`config.mk`:
```
export PLATFORM = sky130hd
export DESIGN_NAME = frame_stream_ctrl
export DESIGN_NICKNAME = d
export VERILOG_FILES = /design/src/rtl/frame_stream_ctrl.sv
export SDC_FILE = /design/constraint.sdc
export NUM_CORES = 1
export LEC_CHECK = 0
export ABC_AREA = 1
export BUFFER_PORTS_ARGS = -buffer_cell sky130_fd_sc_hd__buf_4
export CORE_MARGIN = 2
export CORE_UTILIZATION = 51
export DETAILED_ROUTE_END_ITERATION = 10
export PLACE_DENSITY = 0.73
export RECOVER_POWER = 50
export SLEW_MARGIN = 20
export SYNTH_ARGS = -nofsm -noshare
export SYNTH_HDL_FRONTEND = slang
export SYNTH_SLANG_ARGS = --single-unit
```
`constraint.sdc`:
```
create_clock -name clk_i -period 2.1 [get_ports clk_i]
set_clock_uncertainty 0.1 [all_clocks]
set_input_delay 0.42 -clock clk_i [delete_from_list [all_inputs] [get_ports clk_i]]
set_output_delay 0.42 -clock clk_i [all_outputs]
set_load 0.1 [all_outputs]
```
`src/rtl/frame_stream_ctrl.sv`:
```
// Frame streaming controller: source RAM -> core (valid/ready), core results -> destination RAM.
// Ports: clk_i/rst_i/start_i, src_* read port, core_* pixel stream, res_* result stream, dst_* write port, busy/done/err.
module frame_stream_ctrl #(
    parameter int DW        = 8,
    parameter int AW        = 17,
    parameter int IN_COUNT  = 76800,
    parameter int OUT_COUNT = 76800,
    parameter int RD_LAT    = 1,
    parameter int FIFO_D    = RD_LAT + 2
) (
    input  logic          clk_i,
    input  logic          rst_i,
    input  logic          start_i,
    output logic          src_en_o,
    output logic [AW-1:0] src_addr_o,
    input  logic [DW-1:0] src_data_i,
    output logic          core_valid_o,
    output logic [DW-1:0] core_data_o,
    input  logic          core_ready_i,
    input  logic          res_valid_i,
    input  logic [DW-1:0] res_data_i,
    output logic          res_ready_o,
    output logic          dst_en_o,
    output logic          dst_we_o,
    output logic [AW-1:0] dst_addr_o,
    output logic [DW-1:0] dst_data_o,
    output logic          busy_o,
    output logic          done_o,
    output logic          err_o
);

    localparam int PW = (FIFO_D > 1) ? $clog2(FIFO_D) : 1;
    localparam int CW = $clog2(FIFO_D + 1) + 1;
    localparam logic [AW:0]   IN_CNT  = (AW+1)'(IN_COUNT);
    localparam logic [AW:0]   OUT_CNT = (AW+1)'(OUT_COUNT);
    localparam logic [CW-1:0] DEPTH   = CW'(FIFO_D);
    localparam logic [PW-1:0] LAST    = PW'(FIFO_D - 1);

    typedef enum logic [1:0] {
        S_IDLE,
        S_RUN,
        S_DONE
    } state_t;

    state_t r_state;
    state_t w_state_nxt;

    logic [AW:0]       r_rd_cnt;
    logic [AW:0]       r_sent_cnt;
    logic [AW:0]       r_wr_cnt;
    logic [RD_LAT-1:0] r_pipe;
    logic [DW-1:0]     r_mem [FIFO_D];
    logic [PW-1:0]     r_wptr;
    logic [PW-1:0]     r_rptr;
    logic [CW-1:0]     r_count;
    logic              r_err;

    logic [CW-1:0] w_inflight;
    logic          w_run;
    logic          w_start;
    logic          w_issue;
    logic          w_push;
    logic          w_pop;
    logic          w_res_acc;
    logic          w_res_bad;

    // Reads still travelling through the RAM reserve a FIFO slot.
    always_comb begin
        w_inflight = '0;
        for (int i = 0; i < RD_LAT; i++) begin
            w_inflight = w_inflight + CW'(r_pipe[i]);
        end
    end

    assign w_run     = (r_state == S_RUN);
    assign w_start   = start_i && !w_run;
    assign w_issue   = w_run && (r_rd_cnt < IN_CNT)
                     && ((r_count + w_inflight) < DEPTH);
    assign w_push    = r_pipe[RD_LAT-1];
    assign w_pop     = core_valid_o && core_ready_i;
    assign w_res_acc = res_valid_i && res_ready_o;
    assign w_res_bad = res_valid_i && !res_ready_o;

    always_comb begin
        w_state_nxt = r_state;
        unique case (r_state)
            S_IDLE:  if (start_i) w_state_nxt = S_RUN;
            S_RUN:   if ((r_sent_cnt == IN_CNT) && (r_wr_cnt == OUT_CNT))
                         w_state_nxt = S_DONE;
            S_DONE:  if (start_i) w_state_nxt = S_RUN;
            default: w_state_nxt = S_IDLE;
        endcase
    end

    always_ff @(posedge clk_i) begin
        if (rst_i) begin
            r_state    <= S_IDLE;
            r_rd_cnt   <= '0;
            r_sent_cnt <= '0;
            r_wr_cnt   <= '0;
            r_pipe     <= '0;
            r_wptr     <= '0;
            r_rptr     <= '0;
            r_count    <= '0;
            r_err      <= 1'b0;
        end else begin
            r_state <= w_state_nxt;
            if (w_start) begin
                r_rd_cnt   <= '0;
                r_sent_cnt <= '0;
                r_wr_cnt   <= '0;
                r_pipe     <= '0;
                r_wptr     <= '0;
                r_rptr     <= '0;
                r_count    <= '0;
                r_err      <= 1'b0;
            end else begin
                if (w_issue) r_rd_cnt <= r_rd_cnt + 1'b1;
                r_pipe[0] <= w_issue;
                for (int i = 1; i < RD_LAT; i++) begin
                    r_pipe[i] <= r_pipe[i-1];
                end
                if (w_push) r_wptr <= (r_wptr == LAST) ? '0 : r_wptr + 1'b1;
                if (w_pop) begin
                    r_rptr     <= (r_rptr == LAST) ? '0 : r_rptr + 1'b1;
                    r_sent_cnt <= r_sent_cnt + 1'b1;
                end
                r_count <= r_count + CW'(w_push) - CW'(w_pop);
                if (w_res_acc) r_wr_cnt <= r_wr_cnt + 1'b1;
                if (w_res_bad) r_err <= 1'b1;
            end
        end
    end

    always_ff @(posedge clk_i) begin
        if (w_push) r_mem[r_wptr] <= src_data_i;
    end

    assign src_en_o     = w_issue;
    assign src_addr_o   = w_issue ? r_rd_cnt[AW-1:0] : '0;
    assign core_valid_o = (r_count != '0);
    assign core_data_o  = core_valid_o ? r_mem[r_rptr] : '0;
    assign res_ready_o  = w_run && (r_wr_cnt < OUT_CNT);
    assign dst_en_o     = w_res_acc;
    assign dst_we_o     = w_res_acc;
    assign dst_addr_o   = w_res_acc ? r_wr_cnt[AW-1:0] : '0;
    assign dst_data_o   = w_res_acc ? res_data_i : '0;
    assign busy_o       = w_run;
    assign done_o       = (r_state == S_DONE);
    assign err_o        = r_err;

    // Slots are reserved at issue time, so a push into a full FIFO is a design bug.
    a_no_overflow: assert property (@(posedge clk_i) disable iff (rst_i)
        !(w_push && !w_pop && (r_count == DEPTH)));

endmodule

```
# Word level (Yosys, flattened, before mapping)

Memory sizes are Yosys's and may differ from the RTL's. A register that Yosys moved wholly into a read port is not among the register bits.
Cells that the tools add are included.
W data, S select, Z words.

Register bits after elaboration: 65
RAM bits: 24
Output and inout port bits: 58
Memories kept: 1

Memories:

| memory | depth | width | read ports | clocked after memory_dff | write ports | line | text |
|---|---|---|---|---|---|---|---|
| r_mem  | 3     | 8     | 1          | 1                        | 1           | 52   | `logic [DW-1:0] r_mem [FIFO_D];` |

Add/sub/neg operators: 7
Order comparisons: 3
Equality and inequality tests: 8
Mux-type cells: 13
Reductions and logical operators: 15

Operators with widths:

| kind                    | number |
|---|---|
| $add A18 B1 Y18 const B | 3 |
| $eq A18 B17 Y1 const B  | 2 |
| $lt A18 B17 Y1 const B  | 2 |
| $mux W17                | 2 |
| $mux W8                 | 2 |
| $mux W2                 | 6 |
| $logic_and A1 B1 Y1     | 8 |
| $eq A2 B2 Y1 const B    | 3 |
| $add A2 B1 Y2 const B   | 2 |
| $ne A2 B1 Y1 const B    | 2 |
| $pmux W2 S2             | 1 |
| $reduce_or A2 Y1        | 2 |
| $add A3 B1 Y3           | 1 |
| $lt A3 B2 Y1 const B    | 1 |
| $reduce_bool A3 Y1      | 1 |
| $sub A3 B1 Y3           | 1 |
| $eq A2 B1 Y1 const B    | 1 |
| $logic_not A1 Y1        | 2 |
| $logic_not A2 Y1        | 1 |
| $mux W1                 | 2 |
| $reduce_and A2 Y1       | 1 |

# Logic depth before layout (Yosys ltp)

Gate-level depths: netlist of run 1.

Depth after elaboration: 5
Mapped depth: 12
Depth with buffers taken out: 12

# Worst setup path after synthesis of run 1

No wires, ideal clock.

Path kind: register to output
From: reg r_count[2]
To: out core_data_o[0]
Arrival: 2.587 ns
Setup slack: -1.007 ns
Cell stages (with the launch flop): 5
Cells stage by stage: dfxtp_1 > nor2_2 > nand2_2 > o21ai_0 > a31oi_1

Word-level cells in the longest chain between the ends: 2

Ends and longest elaborated chain:

| what                     | line | text |
|---|---|---|
| start: declaration       | 55   | `logic [CW-1:0] r_count;` |
| start signal: assignment | 128  | `r_count <= r_count + CW'(w_push) - CW'(w_pop);` |
| $reduce_bool A3 Y1       | 141  | `assign core_valid_o = (r_count != '0);` |
| via core_valid_o         | 17   | `output logic core_valid_o,` |
| $mux W8                  | 142  | `assign core_data_o = core_valid_o ? r_mem[r_rptr] : '0;` |
| end: declaration         | 18   | `output logic [DW-1:0] core_data_o,` |

The timed path passes the listed nets, and every way through them passes these cells.

# Final worst setup path of run 1

From: reg r_pipe
To: out src_addr_o[9]

Word-level cells in the longest chain between the ends: 4

Ends and longest elaborated chain:

| what                             | line | text |
|---|---|---|
| start: declaration               | 51   | `logic [RD_LAT-1:0] r_pipe;` |
| start signal: indexed assignment | 121  | `r_pipe[i] <= r_pipe[i-1];` |
| $add A3 B1 Y3                    | 78   | `&& ((r_count + w_inflight) < DEPTH);` |
| $lt A3 B2 Y1                     | 78   |  |
| $logic_and A1 B1 Y1              | 78   |  |
| $mux W17                         | 140  | `assign src_addr_o = w_issue ? r_rd_cnt[AW-1:0] : '0;` |
| end: declaration                 | 15   | `output logic [AW-1:0] src_addr_o,` |

Every way passes these cells.

==> results of run 1 <==
worst min path at each step:
stage	from	endpoint	slack (ps)	cells after the start
finish	rst_i	r_state[0]	130	2
global route	rst_i	r_state[1]	120	2
CTS	rst_i	r_state[0]	120	2
detailed placement	r_rd_cnt[17]	r_rd_cnt[17]	320	2
global placement	r_rd_cnt[17]	r_rd_cnt[17]	310	2
floorplan	r_rd_cnt[17]	r_rd_cnt[17]	310	2
timing repair:
action | CTS | global route
setup buffers | 18 | 11
setup endpoints to repair | 53 | 54
gates resized for setup | 216 | 24
gates cloned | 3 | 2
pin swaps | 4 | 14
flip-flops by register name, indices dropped and copies added (netlist names), named ones only:
register    count
r_rd_cnt       18
r_wr_cnt       18
r_sent_cnt     18
r_wptr          2
r_state         2
r_rptr          2
r_count         3
err_o           1
r_pipe          1
r_mem          24
stage by stage:
step	cell area [um2]	power, mW	util	hold slack (ps)	setup TNS, ps
detailed placement	6050	2.57	0.654	317	-689
CTS	7360	3.91	0.796	120	-11980
floorplan	5210	2.41	-	309	-8160
global route	7440	4.06	0.805	125	-19000
global placement	6050	2.55	0.654	315	-142
finish	7440	3.97	0.805	129	-15990
power by group:
group | switching (mW) | internal [mW] | leakage, nW
Clock | 0.751 | 0.476 | 0.103
Combinational | 0.586 | 0.314 | 1.85
Sequential | 0.0219 | 1.82 | 0.762
routing by layer:
layer,track usage,wire length [um],up-vias
met4,0.154,814,0
met5,0,0,-
met1,0.344,6150,2446
met3,0.0642,904,77
met2,0.538,8340,246
li1,-,-,2369
cell families (layout without fill, tap and decap cells):
logic type | count (synthesis) | count (layout) | synth area share
buf+inv | 112 | 244 | 0.101
flops | 91 | 91 | 0.426
fa+ha+maj | 9 | 9 | 0.0233
simple gates | 335 | 336 | 0.306
compound gates | 96 | 96 | 0.111
xor+xnor | 18 | 18 | 0.0326
cells in the final DEF (no fill, tap or decap), drive strengths merged:
cell	count
nand2	156
buf	126
nor2	114
inv	93
dfxtp	67
a21oi	55
o21ai	30
nand3	28
edfxtp	24
clkbuf	19
xor2	17
nor3	17
nand4	16
ha	9
a31oi	8
clkinv	4
clkinvlp	2
nor3b	2
and2	2
xnor2	1
a211oi	1
o21a	1
o211a	1
or2	1
critical path: cells and delay by family, from the launching register on:
| kind | cells | cell delay (ps) |
|---|---|---|
| adder cells (fa/ha/maj) | 2 | 300 |
| AO/OA/AOI/OAI | 1 | 170 |
| buffers and inverters | 3 | 420 |
| AND/OR/NAND/NOR | 4 | 430 |
| flip-flops | 1 | 370 |
layout make-up:
class | instances | area, um2 | area share
Clock buffer | 9 | 124 | 0.0166
Inverter | 92 | 373 | 0.0501
Sequential cell | 91 | 2080 | 0.279
Clock inverter | 7 | 81.3 | 0.0109
Tap cell | 129 | 161 | 0.0217
Multi-Input combinational cell | 459 | 2810 | 0.378
Timing Repair Buffer | 136 | 1810 | 0.243
==> impl_metrics.tcl, run 1 <==
set metrics [dict create \
    crit_path_end "src_addr_o[9]" \
    status "finished with violations" \
    wl_um 16200 \
    clk_latency_ps 380 \
    max_freq_ghz 0.385 \
    nFillCells 539 \
    grt_pass1_vias 5045 \
    synth_edf_count 24 \
    worst_ep_required_time_ps 1580 \
    postCtsHoldBufs 0 \
    design.core.area_um2 9240 \
    crit_type "flip-flop to primary output" \
    hpwl_um 8570 \
    antenna_found_initial 0 \
    clk_pin_slew_ps 110 \
    yosysSeqAreaShare 0.426 \
    yosysTopAreaCellShare 0.277 \
    ys_top_cells_by_count "nand2_1 (148), nor2_1 (98), inv_1 (87)" \
    reg2reg_to "r_wr_cnt[16]" \
    final_cells 923 \
    grt_pass1_wl_um 24400 \
    vias_per_cell 5.57 \
    cp-end-kind "primary output" \
    cts_tree "built" \
    rows 35 \
    first_iter_violations 340 \
    n_antenna_cell 0 \
    area_growth_pct 53.8 \
    crit_arrival_ps 2080 \
    critPathSlowestCell "dfxtp_2" \
    ys_dominant_reg_cell "dfxtp_1" \
    setup_violations 46 \
    worst_slack_ps -495 \
    dieHeight_um 101 \
    cts_sinks 91 \
    setup.worst_path.start_class "flip-flop" \
    place.gp.congestion 0.883 \
    overflow 0 \
    ant_nets 0 \
    dpl_worst_slack_ps -65.6 \
    drt-pass1-iter-count 6 \
    dp.cells 877 \
    avgSynthCellArea_um2 7.32 \
    min_period_ps 2600 \
    maxCapViolations 0 \
    layout.nets 819 \
    remaining_drc_errors 0 \
    rsz0062_at_grt "true" \
    cts_root_buf "clkbuf_8" \
    grt_max_degree 43 \
    synth-seq-cells 91 \
    min_path_type "primary input to flip-flop" \
    slew_headroom 0.433 \
    async_reset_ff_frac 0 \
    reg2reg_from "r_wr_cnt[1]" \
    worstMarginPinSlew_ps 849 \
    yosysTopAreaCell "dfxtp_1" \
    yosysWarnings 0 \
    layout-drive-gt1-share 0.321 \
    leakage_nw 2.71 \
    cp_max_fo 7 \
    start_util 0.524 \
    vias 5138 \
    die_x_um 101 \
    ios 79 \
    grt_use_total 0.303 \
    period_share 1.24 \
    syn_nets 691 \
    r2r_cells 7 \
    critPathLaunch "r_pipe" \
    finalHoldViolCount 0 \
    slew_violations 0 \
    slowest_delay_ps 370 \
    wl_per_cell_um 17.6 \
    max-vdd-ir-drop_mv 0.395 \
    violations "negative setup slack" \
    die_area_um2 10300 \
    post_synth_num_cell_types 38 \
    cts.path.max_buffers 2 \
    path_cells "ha_4, ha_4, inv_4, nand2_4, nand2_4, a21oi_4, nand3_4, buf_12, nor2_4, buf_12" \
    cts_max_level 3 \
    synthTopCellsByArea "dfxtp_1 (28%), edfxtp_1 (15%), nand2_1 (11%)" \
    syn_area_um2 4840 \
    powerDensity_nw_per_um2 533 \
    netlist_instances 661 \
    reg2reg_slack_ps 50 \
    numCtsBuffers 9 \
    synth_most_common_cell "nand2_1" \
    port_buffers 78 \
]
No activity file was read; power rests on OpenSTA's default activity.
==> inputs of run 2 (changes only) <==
- PLACE_DENSITY: 0.73 -> 0.78
- SKIP_LAST_GASP: default -> 1
==> run 2 against run 1 <==
Against the previous run: critical path type unchanged; worst hold slack improved by 16 ps; flip-flop and latch count unchanged; global-route usage decreased by 1.9 points; non-clock buffer count fell by 13; largest cell class unchanged; sequential power is essentially flat; the run still ends with negative setup slack left; die area unchanged; via count increased by 0.97%; combinational power decreased by 3.4%.
==> impl_metrics.tcl, run 2 (synthesis gave the netlist of run 1 again) <==
set metrics [dict create \
    first_iter_violations 395 \
    die_area_um2 10300 \
    fin_hold_ws_ps 145 \
    wl_per_cell_um 17.8 \
    busiest_layer "met2" \
    port_buffers 78 \
    maxCapViolations 0 \
    cts_root_buf "clkbuf_8" \
    p_sw_mw 1.33 \
    design.core.area_um2 9240 \
    grt.met3_usage 0.0428 \
    regMostFlops "r_mem" \
    grt_max_degree 43 \
    power.share.switching 0.340 \
    worst_slack_ps -499 \
    grt_use_total 0.284 \
    remaining_drc_errors 0 \
    slowest_delay_ps 380 \
    path_buf_inv 2 \
    violations "negative setup slack" \
    wl_um 16200 \
    worstMarginPinSlew_ps 802 \
    place_area_um2 6010 \
    period_share 1.24 \
    place.gp.congestion 0.906 \
    rows 35 \
    vias_per_cell 5.71 \
    cp_top_family "simple AND/OR/NAND/NOR gates" \
    layout-drive-gt1-share 0.306 \
    clk_latency_ps 370 \
    leakage_nw 2.65 \
    min_period_ps 2600 \
    ant_nets 0 \
    slew_violations 0 \
    hpwl_um 8850 \
    min_path_type "primary input to flip-flop" \
    setup.worst_path.start_class "flip-flop" \
    overflow 0 \
    max_freq_ghz 0.385 \
    nFillCells 525 \
    largest_reg_flops 24 \
    cts_max_level 3 \
    finalPower_mw 3.92 \
    grt_pass1_wl_um 22900 \
    path_cells "nand2_1, nor2_1, nand3_4, clkbuf_16, nor2_4, buf_12" \
    grt_pass1_vias 4913 \
    start_util 0.524 \
    rsz0062_at_grt "true" \
    clk_pin_slew_ps 100 \
    powerDensity_nw_per_um2 534 \
    crit_arrival_ps 2080 \
    die_x_um 101 \
    max-vdd-ir-drop_mv 0.407 \
    final_cell_mix "nand2_1 (141), inv_1 (82), nor2_1 (66)" \
    drt-pass1-iter-count 5 \
    critPathSlowestCell "dfxtp_1" \
    combinationalPowerShare 0.222 \
    grt_use_met2 0.511 \
    setup_violations 47 \
    cp-end-kind "primary output" \
    n_antenna_cell 0 \
    finalHoldViolCount 0 \
    postCtsHoldBufs 0 \
    cts_sinks 91 \
    grt_use_met1 0.330 \
    vias 5188 \
    slew_headroom 0.464 \
    design_area_um2 7330 \
    worst_ep_required_time_ps 1580 \
    antenna_found_initial 0 \
    power.internal_mw 2.59 \
    area_growth_pct 51.5 \
    status "finished with violations" \
    cts_tree "built" \
    layout_commonest_cell "nand2_1" \
    p_seq_frac 0.470 \
    ios 79 \
    cp_max_fo 7 \
    crit_type "flip-flop to primary output" \
    p_clk_frac 0.309 \
    cts.path.max_buffers 2 \
    dieHeight_um 101 \
    numCtsBuffers 9 \
    layout.nets 805 \
]
==> run 2: cell count changes in the layout (fill, tap and decap cells not counted), sizes merged <==
cell,change
buf,-12
clkbuf,-1
nand2,-1
==> run 2: layout make-up <==
class                   count  area (um2)  share of cell area
well taps                 129         161              0.0220
flip-flops and latches     91        2070               0.283
clock inverters             7        78.8              0.0108
repair buffers            123        1710               0.233
inverters                  92         368              0.0502
multi-input cells         458        2820               0.384
clock buffers               9         124              0.0169
==> run 2: per-stage QoR <==
stage	TNS (ps)	setup WS, ps	instances	utilization
floorplan	-8160	-297	661	-
global placement	-577	-58.3	872	0.650
detailed placement	-1120	-98.1	872	0.650
CTS	-12280	-412	900	0.777
global route	-17640	-557	909	0.793
finish	-15440	-499	909	0.793
==> run 2: what timing repair did <==
item,CTS,global route
setup buffers,10,14
pin swaps,5,9
endpoints found under the setup margin,53,53
gates resized for setup,205,37
cloned,2,1
==> run 2: power by group through the flow <==
| stage | Sequential (mW) | Combinational [mW] | Clock, mW |
|---|---|---|---|
| global placement | 1.88 | 0.666 | 0 |
| detailed placement | 1.88 | 0.679 | 0 |
| CTS | 1.84 | 0.805 | 1.21 |
| floorplan | 1.88 | 0.523 | 0 |
| finish | 1.84 | 0.869 | 1.21 |
| global route | 1.84 | 0.900 | 1.27 |
==> run 2: final timing paths <==
path / to / startpoint / cells after the start / slack [ps]
setup / recovery: src_addr_o[1] / r_state[0] / 6 / -500
hold / removal: r_state[0] / rst_i / 2 / 140
setup reg to reg: r_wr_cnt[3] / r_state[0] / 9 / 0
hold reg to reg: r_rd_cnt[17] / r_rd_cnt[17] / 2 / 380
==> run 2: routing by layer <==
layer	part of all wire	vias up
met4	0.052	0
met1	0.37	2472
met5	0	-
li1	-	2350
met3	0.066	79
met2	0.52	287
